File: config.mk
export PLATFORM = sky130hd
export DESIGN_NAME = pcie2_rx_credit_return
export DESIGN_NICKNAME = d
export VERILOG_FILES = /design/src/rtl/pcie2_rx_cred_pkg.sv /design/src/rtl/pcie2_rx_cred_fifo.sv /design/src/rtl/pcie2_rx_credit_return.sv
export SDC_FILE = /design/constraint.sdc
export NUM_CORES = 1
export LEC_CHECK = 0
export CELL_PAD_IN_SITES_DETAIL_PLACEMENT = 0
export CELL_PAD_IN_SITES_GLOBAL_PLACEMENT = 2
export CORE_ASPECT_RATIO = 0.9
export CORE_MARGIN = 8
export CORE_UTILIZATION = 36
export DETAILED_ROUTE_END_ITERATION = 16
export GPL_TIMING_DRIVEN = 0
export PLACE_DENSITY = 0.86
export SYNTH_ARGS = -nofsm -noshare
export SYNTH_HDL_FRONTEND = slang
export SYNTH_HIERARCHICAL = 1
export SYNTH_SLANG_ARGS = --single-unit
File: constraint.sdc
create_clock -name sys_clk_125 -period 4.95 [get_ports sys_clk_125]
set_clock_uncertainty 0.05 [all_clocks]
set_input_delay 0.495 -clock sys_clk_125 [delete_from_list [all_inputs] [get_ports sys_clk_125]]
set_output_delay 0.495 -clock sys_clk_125 [all_outputs]
set_load 0.01 [all_outputs]
File: src/rtl/pcie2_rx_cred_pkg.sv
// pcie2_rx_cred_pkg: TLP type constants, credit record, release FSM states
// and the data-credit helper shared by the receive credit-return engine.
package pcie2_rx_cred_pkg;
    localparam logic [4:0] TYP_MEM  = 5'b00000;
    localparam logic [4:0] TYP_IO   = 5'b00010;
    localparam logic [4:0] TYP_CFG0 = 5'b00100;
    localparam logic [4:0] TYP_MSG  = 5'b10000;

    typedef struct packed {
        logic       np;
        logic       has_data;
        logic [8:0] cred;
    } cred_rec_t;

    typedef enum logic {ST_IDLE, ST_REM} rel_state_t;

    // A length field of zero encodes 1024 DW, i.e. 256 data credits.
    function automatic logic [8:0] ceil_cred(input logic has_data, input logic [9:0] len);
        logic [10:0] l;
        l = ((len == 10'd0) ? 11'd1024 : {1'b0, len}) + 11'd3;
        return has_data ? l[10:2] : 9'd0;
    endfunction
endpackage

File: src/rtl/pcie2_rx_cred_fifo.sv
// pcie2_rx_cred_fifo: synchronous credit-record FIFO with full/empty flags;
// a word written in one cycle becomes visible at the head the next cycle.
module pcie2_rx_cred_fifo #(
    parameter int DEPTH = 8,
    parameter int W     = 11
) (
    input  logic         i_clk,
    input  logic         i_rst_n,
    input  logic         i_push,
    input  logic         i_pop,
    input  logic [W-1:0] i_wdata,
    output logic [W-1:0] o_rdata,
    output logic         o_full,
    output logic         o_empty
);
    localparam int AW = $clog2(DEPTH);
    logic [W-1:0] r_mem [DEPTH];
    logic [AW:0]  r_wp, r_rp;

    assign o_empty = (r_wp == r_rp);
    assign o_full  = (r_wp[AW] != r_rp[AW]) && (r_wp[AW-1:0] == r_rp[AW-1:0]);
    assign o_rdata = r_mem[r_rp[AW-1:0]];

    always_ff @(posedge i_clk)
        if (i_push && !o_full) r_mem[r_wp[AW-1:0]] <= i_wdata;

    always_ff @(posedge i_clk) begin
        if (!i_rst_n) begin
            r_wp <= '0;
            r_rp <= '0;
        end else begin
            if (i_push && !o_full) r_wp <= r_wp + (AW+1)'(1);
            if (i_pop && !o_empty) r_rp <= r_rp + (AW+1)'(1);
        end
    end
endmodule

File: src/rtl/pcie2_rx_credit_return.sv
// pcie2_rx_credit_return: queues P/NP credit records from received TLP headers and
// returns them to the core on user consumption. Optional CREDIT_STATS_EN adds release counters.
module pcie2_rx_credit_return
    import pcie2_rx_cred_pkg::*;
#(
    parameter int DEPTH   = 8,
    parameter int PH_THR  = 6,
    parameter int NPH_THR = 6,
    parameter int PD_THR  = 96,
    parameter int NPD_THR = 8
) (
    input  logic        sys_clk_125,
    input  logic        rst_n,
    input  logic [63:0] rx_data_vc0,
    input  logic        rx_st_vc0,
    input  logic        rx_end_vc0,
    input  logic        user_tlp_done,
    output logic        done_rdy,
    output logic        ph_processed_vc0,
    output logic        nph_processed_vc0,
    output logic        pd_processed_vc0,
    output logic        npd_processed_vc0,
    output logic [7:0]  pd_num_vc0,
    output logic [7:0]  npd_num_vc0,
    output logic        ph_buf_status_vc0,
    output logic        nph_buf_status_vc0,
    output logic        pd_buf_status_vc0,
    output logic        npd_buf_status_vc0,
    output logic        ovf_err,
    output logic [15:0] stat_p_cnt,
    output logic [15:0] stat_np_cnt
);
    logic [4:0]  w_type;
    logic        w_hd, w_p, w_np, w_rec_v, w_push, w_pop, w_full, w_empty, w_unused;
    logic [7:0]  w_num;
    cred_rec_t   w_in, w_head;
    rel_state_t  r_state;
    logic        r_rem_np, r_ovf;
    logic        r_ph_p, r_nph_p, r_pd_p, r_npd_p, r_ph_st, r_nph_st, r_pd_st, r_npd_st;
    logic [7:0]  r_pd_num, r_npd_num;
    logic [5:0]  r_ph_cnt, r_nph_cnt;
    logic [11:0] r_pd_cnt, r_npd_cnt;

    assign w_type   = rx_data_vc0[60:56];
    assign w_hd     = rx_data_vc0[62];
    assign w_unused = ^{rx_end_vc0, rx_data_vc0[63], rx_data_vc0[61], rx_data_vc0[55:42], rx_data_vc0[31:0]};
    assign w_p      = (w_type[4:1] == TYP_MEM[4:1] && w_hd) || w_type[4:3] == TYP_MSG[4:3];
    assign w_np     = (w_type[4:1] == TYP_MEM[4:1] && !w_hd) || w_type == TYP_IO || w_type[4:1] == TYP_CFG0[4:1];
    assign w_in     = '{np: w_np, has_data: w_hd, cred: ceil_cred(w_hd, rx_data_vc0[41:32])};
    assign w_rec_v  = rx_st_vc0 && (w_p || w_np);
    assign w_push   = w_rec_v && !w_full;
    assign done_rdy = (r_state == ST_IDLE) && !w_empty;
    assign w_pop    = user_tlp_done && done_rdy;
    assign w_num    = w_head.cred[8] ? 8'd255 : w_head.cred[7:0];

    pcie2_rx_cred_fifo #(.DEPTH(DEPTH), .W($bits(cred_rec_t))) u_fifo (
        .i_clk(sys_clk_125), .i_rst_n(rst_n), .i_push(w_push), .i_pop(w_pop),
        .i_wdata(w_in), .o_rdata(w_head), .o_full(w_full), .o_empty(w_empty)
    );

    always_ff @(posedge sys_clk_125) begin
        if (!rst_n) begin
            {r_ph_cnt, r_nph_cnt, r_pd_cnt, r_npd_cnt} <= '0;
            {r_ph_st, r_nph_st, r_pd_st, r_npd_st, r_ovf} <= '0;
        end else begin
            r_ph_cnt  <= r_ph_cnt  + 6'(w_push && !w_in.np) - 6'(w_pop && !w_head.np);
            r_nph_cnt <= r_nph_cnt + 6'(w_push && w_in.np)  - 6'(w_pop && w_head.np);
            r_pd_cnt  <= r_pd_cnt  + ((w_push && !w_in.np) ? 12'(w_in.cred) : 12'd0)
                                   - ((w_pop && !w_head.np) ? 12'(w_head.cred) : 12'd0);
            r_npd_cnt <= r_npd_cnt + ((w_push && w_in.np) ? 12'(w_in.cred) : 12'd0)
                                   - ((w_pop && w_head.np) ? 12'(w_head.cred) : 12'd0);
            r_ph_st   <= r_ph_cnt  >= 6'(PH_THR);
            r_nph_st  <= r_nph_cnt >= 6'(NPH_THR);
            r_pd_st   <= r_pd_cnt  >= 12'(PD_THR);
            r_npd_st  <= r_npd_cnt >= 12'(NPD_THR);
            r_ovf     <= r_ovf || (w_rec_v && w_full);
        end
    end

    // A 256-credit TLP cannot fit one 8-bit num, so REM returns the last credit.
    always_ff @(posedge sys_clk_125) begin
        if (!rst_n) begin
            r_state <= ST_IDLE;
            {r_rem_np, r_ph_p, r_nph_p, r_pd_p, r_npd_p, r_pd_num, r_npd_num} <= '0;
        end else begin
            {r_ph_p, r_nph_p, r_pd_p, r_npd_p, r_pd_num, r_npd_num} <= '0;
            if (r_state == ST_REM) begin
                r_pd_p    <= !r_rem_np;
                r_npd_p   <= r_rem_np;
                r_pd_num  <= r_rem_np ? 8'd0 : 8'd1;
                r_npd_num <= r_rem_np ? 8'd1 : 8'd0;
                r_state   <= ST_IDLE;
            end else if (w_pop) begin
                r_ph_p    <= !w_head.np;
                r_nph_p   <= w_head.np;
                r_pd_p    <= w_head.has_data && !w_head.np;
                r_npd_p   <= w_head.has_data && w_head.np;
                r_pd_num  <= (w_head.has_data && !w_head.np) ? w_num : 8'd0;
                r_npd_num <= (w_head.has_data && w_head.np) ? w_num : 8'd0;
                r_rem_np  <= w_head.np;
                r_state   <= w_head.cred[8] ? ST_REM : ST_IDLE;
            end
        end
    end

`ifdef CREDIT_STATS_EN
    logic [15:0] r_stat_p, r_stat_np;
    always_ff @(posedge sys_clk_125) begin
        if (!rst_n) begin
            r_stat_p  <= '0;
            r_stat_np <= '0;
        end else begin
            if (w_pop && !w_head.np && ~&r_stat_p) r_stat_p <= r_stat_p + 16'd1;
            if (w_pop && w_head.np && ~&r_stat_np) r_stat_np <= r_stat_np + 16'd1;
        end
    end
    assign stat_p_cnt  = r_stat_p;
    assign stat_np_cnt = r_stat_np;
`else
    assign stat_p_cnt  = 16'd0;
    assign stat_np_cnt = 16'd0;
`endif

    assign ph_processed_vc0   = r_ph_p;
    assign nph_processed_vc0  = r_nph_p;
    assign pd_processed_vc0   = r_pd_p;
    assign npd_processed_vc0  = r_npd_p;
    assign pd_num_vc0         = r_pd_num;
    assign npd_num_vc0        = r_npd_num;
    assign ph_buf_status_vc0  = r_ph_st;
    assign nph_buf_status_vc0 = r_nph_st;
    assign pd_buf_status_vc0  = r_pd_st;
    assign npd_buf_status_vc0 = r_npd_st;
    assign ovf_err            = r_ovf;
endmodule
**Yosys cells after proc, flatten, opt, wreduce, memory -nomap -nowiden**

Memories as Yosys holds them, arrays and structs flattened. A register that Yosys moved wholly into a read port is not among the register bits.
Cells that the tools add are included.

- Reductions and logical operators: 31
- Eq/ne operators: 6
- Muxes and demuxes: 24
- Bitwise logic cells: 3
- $lt $le $gt $ge: 4
- $add $sub $neg: 11

Operators with widths:

| kind | count |
|---|---|
| two-way mux 8 bit | 7 |
| two-way mux 9 bit | 5 |
| adder 12 x 9 -> 12 bit | 2 |
| subtractor 12 x 9 -> 12 bit | 2 |
| logical AND 1 bit | 16 |
| adder 6 x 1 -> 6 bit | 2 |
| >= comparator 12 x 4 -> 1 bit, second input constant | 1 |
| >= comparator 12 x 7 -> 1 bit, second input constant | 1 |
| >= comparator 6 x 3 -> 1 bit, second input constant | 2 |
| subtractor 6 x 1 -> 6 bit | 2 |
| adder 11 x 2 -> 11 bit, second input constant | 1 |
| two-way mux 11 bit | 1 |
| logical NOT 10 bit | 1 |
| two-way mux 1 bit | 9 |
| adder 4 x 1 -> 4 bit, second input constant | 2 |
| logical NOT 1 bit | 6 |
| two-way mux 3 bit | 2 |
| == test 5 x 2 -> 1 bit, second input constant | 1 |
| logical OR 1 bit | 5 |
| == test 4 x 2 -> 1 bit, second input constant | 1 |
| == test 4 bit | 1 |
| logical NOT 4 bit | 1 |
| == test 3 bit | 1 |
| NOT 1 bit | 3 |
| 4 further kinds | 4 |

- Input port bits: 69
- Memories kept: 1
- Flip-flop bits (word level): 71
- Output and inout port bits: 58
- Memory bits (writable): 88

Memories:

| name | depth | bits a word | read ports | clocked after Yosys merged registers in | write ports | line | RTL |
|---|---|---|---|---|---|---|---|
| u_fifo.r_mem | 8 | 11 | 1 | 1 | 1 | pcie2_rx_cred_fifo.sv:17 | `logic [W-1:0] r_mem [DEPTH];` |

**Depth between registers and ports, before layout**

- Word-level depth: 11
- Gate-level depth with buffers: 18
- Gate-level depth less buffers: 16

**Modules after synthesis**

The synthesis kept the hierarchy.

Modules (own cells, without submodules):

| module | cells an instance | area each (um^2) | instances | seq. area each (um^2) |
|---|---|---|---|---|
| pcie2_rx_credit_return | 543 | 4508.1 | 1 | 1261.2 |
| pcie2_rx_cred_fifo | 209 | 4107.7 | 1 | 2862.7 |

**Worst setup path after synthesis**

Ideal clock, no wire load.

- Kind: input-to-reg
- Start point: input port rx_data_vc0[58]
- End point: register r_pd_cnt[8]
- Stages on the path: 13
- Slack: 1.106 ns
- Library setup time: 0.115 ns
- Path buffers: 0
- Arrival: 3.680 ns
- Cell sequence: or3b_2 > o21ai_0 > nor3_1 > nor3_2 > nand2_1 > fa_1 > inv_1 > fa_1 > a211oi_1 > o21bai_1 > a2111oi_4 > nor4_1 > o21a_1

RTL lines:

| what | line | RTL |
|---|---|---|
| start, declared | pcie2_rx_credit_return.sv:14 | `input logic [63:0] rx_data_vc0,` |
| end signal, assigned | pcie2_rx_credit_return.sv:68 | `r_pd_cnt <= r_pd_cnt + ((w_push && !w_in.np) ? 12'(w_in.cred) : 12'd0)` |
| end, declared | pcie2_rx_credit_return.sv:42 | `logic [11:0] r_pd_cnt, r_npd_cnt;` |

**Worst setup path in the final report**

- Start point: register u_fifo.r_wp[1]
- End point: register r_npd_cnt[10]

- Elaborated cells between the ends (all ways): 14
- Classes of those cells: add/sub: 2; eq/ne: 2; mux: 2; reduce/logical: 8

RTL lines:

| what | line | RTL |
|---|---|---|
| start, declared | pcie2_rx_cred_fifo.sv:18 | `logic [AW:0] r_wp, r_rp;` |
| start signal, assigned | pcie2_rx_cred_fifo.sv:32 | `if (i_push && !o_full) r_wp <= r_wp + (AW+1)'(1);` |
| == test 4 bit | pcie2_rx_cred_fifo.sv:20 | `assign o_empty = (r_wp == r_rp);` |
| named net w_empty | pcie2_rx_credit_return.sv:34 | `logic w_hd, w_p, w_np, w_rec_v, w_push, w_pop, w_full, w_empty, w_unused;` |
| logical NOT 1 bit | pcie2_rx_credit_return.sv:52 | `assign done_rdy = (r_state == ST_IDLE) && !w_empty;` |
| logical AND 1 bit | pcie2_rx_credit_return.sv:52 |  |
| logical AND 1 bit | pcie2_rx_credit_return.sv:53 | `assign w_pop = user_tlp_done && done_rdy;` |
| named net w_pop | pcie2_rx_credit_return.sv:34 |  |
| logical AND 1 bit | pcie2_rx_credit_return.sv:71 | `- ((w_pop && w_head.np) ? 12'(w_head.cred) : 12'd0);` |
| two-way mux 9 bit | pcie2_rx_credit_return.sv:71 |  |
| subtractor 12 x 9 -> 12 bit | pcie2_rx_credit_return.sv:71 |  |
| end signal, assigned | pcie2_rx_credit_return.sv:70 | `r_npd_cnt <= r_npd_cnt + ((w_push && w_in.np) ? 12'(w_in.cred) : 12'd0)` |
| end, declared | pcie2_rx_credit_return.sv:42 |  |

The timed path passes the listed nets, and every way through them passes these cells.
A chain may end at the register's enable or synchronous reset.

==> results.md <==
- CP Launch Type: flip-flop
- Row cnt: 53
- Synth warn: 6
- Syn-to-layout area delta: 19.4%
- Post-Synthesis Cells: 752
- Largest cells by area after synthesis: edfxtp_1 31%, dfxtp_1 17%, ha_1 6.7%, fa_1 4.6%, mux4_2 3.9%
- Fraction of the yosys area taken by sequential cells: 47.9%
- Die ar.: a little under 0.03 mm²
- CTS tree: done
- Crit Path Max Fanout: 12
- Worst skew pair latency: ~0.43 ns
- Worst Max-Slew Pin Slew: around 1.3 ns
- VDD IR max: around 230 µV
- Synth top area share: about 31%
- Placed cell area: just under 0.01 mm²
- Post-Route WL: 18,700 µm
- Final ANT Viol Nets: 0
- Worst hold start: ovf_err
- Setup violators final: 0
- Status: finished clean
- Final Hold Fails: 0
- CP arrival: 4.92 ns
- CP Launch Point: u_fifo/r_wp[1]
- Vias in the first global route: about 5,600
- Top_reg_cell synth: edfxtp_1
- #FFs+latches synth: approximately 160
- RR Startpoint: u_fifo/r_wp[1]
- Critical path required time: 5.21 ns
- Cell at the slowest stage of the critical path: fa_1
- Final worst path period share: between 90% and 100%
- Port bufs: 45
- PD cells: roughly 430 mW/mm²
- DP HPWL: 14,000 µm
- First-pass GRT wire length: around 30,000 µm
- Mapped Avg Cell Area: between 10 and 15 µm²
- Most frequent cells in the layout: 88 x edfxtp_1, 87 x inv_1, 74 x dfxtp_1
- Root Driver: clkbuf_16
- LEAKAGE: slightly above 4 nW
- Maxcap violations: 0
- WHS: 0.447 ns
- Final Instance Area: between 0.01 and 0.015 mm²
- Initial Utilization: a little under two fifths
- Buf+Inv Stages, Crit Path: 4
- Worst-path cell chain: buf_6, xnor2_1, nand3_1, nor2_1, nor2_1, nand2_1, inv_1, clkbuf_1, and3_1, fa_1, inv_1, fa_1, a211oi_1, o21bai_1, a21oi_1, o2111ai_1, o311ai_0
- Hold Buf Count CTS: 0
- Post-Layout Cell Count: approximately 1,200
- DRT iter0 DRCs: between 300 and 400
- Critical Path Sink Type: flip-flop
- Core footprint: 0.0234 mm²
- CTS max path bufs: 2
- Minimum clock period: 4.66 ns
- Family with the most delay on the worst path: simple AND/OR/NAND/NOR gates
- Die extent in x: 179 µm
- Antenna Cells: 0
- Placed Cells: 1,137
- Fin nets: slightly below 1,000
- CTS HTree Levels: 4
- Worst-path clk slew: about 0.07 ns
- F_max: roughly 210 MHz
- CTS Buf Count: 17
- Antenna violations before repair: 0
- PnR Total Power: 0.00447 W
- Mapped Area: between 0.008 and 0.009 mm²
- Post-synth ARST share: 0%
- Vias post-DR: 5,570
- Via-per-instance ratio: between 4 and 5
- Hold Path Class: reg -> reg
- Final GP Congestion: 0.781
- Pre-Repair DR Iteration Count: 5
- Number of synthesized flops with an enable pin: 88
- Layout cells sized above 1: roughly 15%
- Slowest stage delay, CP: 0.50 ns
- Slew HR: ~14%
- Yosys cell types: 68
- Drt wl/cell: between 15 and 20 µm
- Ports: 127
- Remaining DRCs: 0
- Global Route Usage Sum: between 10% and 20%
- GR Overflow Total: 0
- CTS sink count: approximately 160
- Area leader, netlist: edfxtp_1
- CP Class: reg -> reg
- Unrepaired setup endpoints after global routing: no
- Most common cell after layout, fill and taps aside: edfxtp_1
- Largest net degree at the start of global routing: 17
- Die height: ~160 µm
- Pins over their slew limit: 0
==> worst reg2reg max path, delay by kind of cell (launching register included) <==
family | cells | cell delay [ns]
fa+ha+maj | 2 | 0.97
xor+xnor | 1 | 0.43
compound gates | 5 | 1.04
buf+inv | 4 | 0.65
flops | 1 | 0.32
simple gates | 5 | 1.09
==> report_power, final <==
group / total, W / switching, W / leakage (nW) / internal [W]
sequential: 0.00158 / 0.0000397 / 1.43 / 0.00154
combinational: 0.00156 / 0.000872 / 2.40 / 0.000689
clock: 0.00132 / 0.000575 / 0.301 / 0.000749
==> state kept, by name, indices dropped and copies added (netlist names), 4 cells and up, named ones only <==
name	count
u_fifo/r_wp	4
u_fifo/r_mem	88
pd_num_vc0	8
r_npd_cnt	12
r_pd_cnt	12
npd_num_vc0	8
u_fifo/r_rp	4
r_nph_cnt	6
r_ph_cnt	6
==> per-layer routing <==
| metal | vias up | share of wire [%] | global-route usage, % |
|---|---|---|---|
| met5 | - | 0 | 0 |
| met4 | 0 | 1.0 | 3.57 |
| met3 | 18 | 5.1 | 3.04 |
| met2 | 113 | 47 | 21.8 |
| met1 | 2644 | 47 | 17.5 |
| li1 | 2795 | - | - |
==> through the flow <==
stage	setup slack [ns]	setup TNS (ns)	utilization [%]
5_1_grt	0.0251	0	43.9
3_5_place_dp	-0.274	-1.26	41.3
6_report	0.288	0	43.9
3_3_place_gp	-0.248	-0.838	40.8
4_1_cts	0.136	0	43.9
2_1_floorplan	1.11	0	-
==> final timing paths <==
kind / slack (ns) / depth (start not counted) / to
max: 0.29 / 17 / r_npd_cnt[10]
min: 0.45 / 2 / ovf_err
max reg2reg: 0.29 / 17 / r_npd_cnt[10]
min reg2reg: 0.45 / 2 / ovf_err
==> logic make-up (layout without fill, tap and decap cells) <==
group / after synthesis / in the layout / share of synthesized area (%)
other: 1 / 32 / 0.0435
multiplexers: 46 / 46 / 9.02
XOR/XNOR: 29 / 29 / 3.17
flip-flops: 162 / 162 / 47.9
AND/OR/NAND/NOR: 214 / 214 / 12.6
buffers and inverters: 140 / 224 / 7.89
adder cells (fa/ha/maj): 66 / 66 / 11.3
AO/OA/AOI/OAI: 94 / 94 / 8.05
==> layout make-up <==
cell class	count	area (µm²)
fill	2194	13100
timing repair buffer	52	510
inverter	87	327
buffer	53	353
multi-input combinational	481	3990
sequential	162	4120
clock buffer	21	503
tap	302	378
clock inverter	11	100
==> synthesized netlist by cell type (all sizes together) (3+ instances only) <==
cell,instances
o211ai,6
nand2b,11
nor3,8
nor3b,4
nor2,58
edfxtp,88
inv,87
clkbuf,10
mux2,12
o21bai,3
nand3,14
nand2,50
and2,27
xor2,15
nor4b,4
a211oi,7
fa,20
nor4,7
a41oi,3
a21o,12
a31oi,5
xnor2,14
buf,43
and3,14
mux4,22
nand4,8
a21oi,20
ha,46
dfxtp,74
mux2i,12
o21ai,16
==> timing repair <==
action                                  in CTS  in global routing
endpoints found under the setup margin       0                  5
resized for setup                            0                  3
buffers inserted                             0                  0
(Power assumes the default switching activity.)
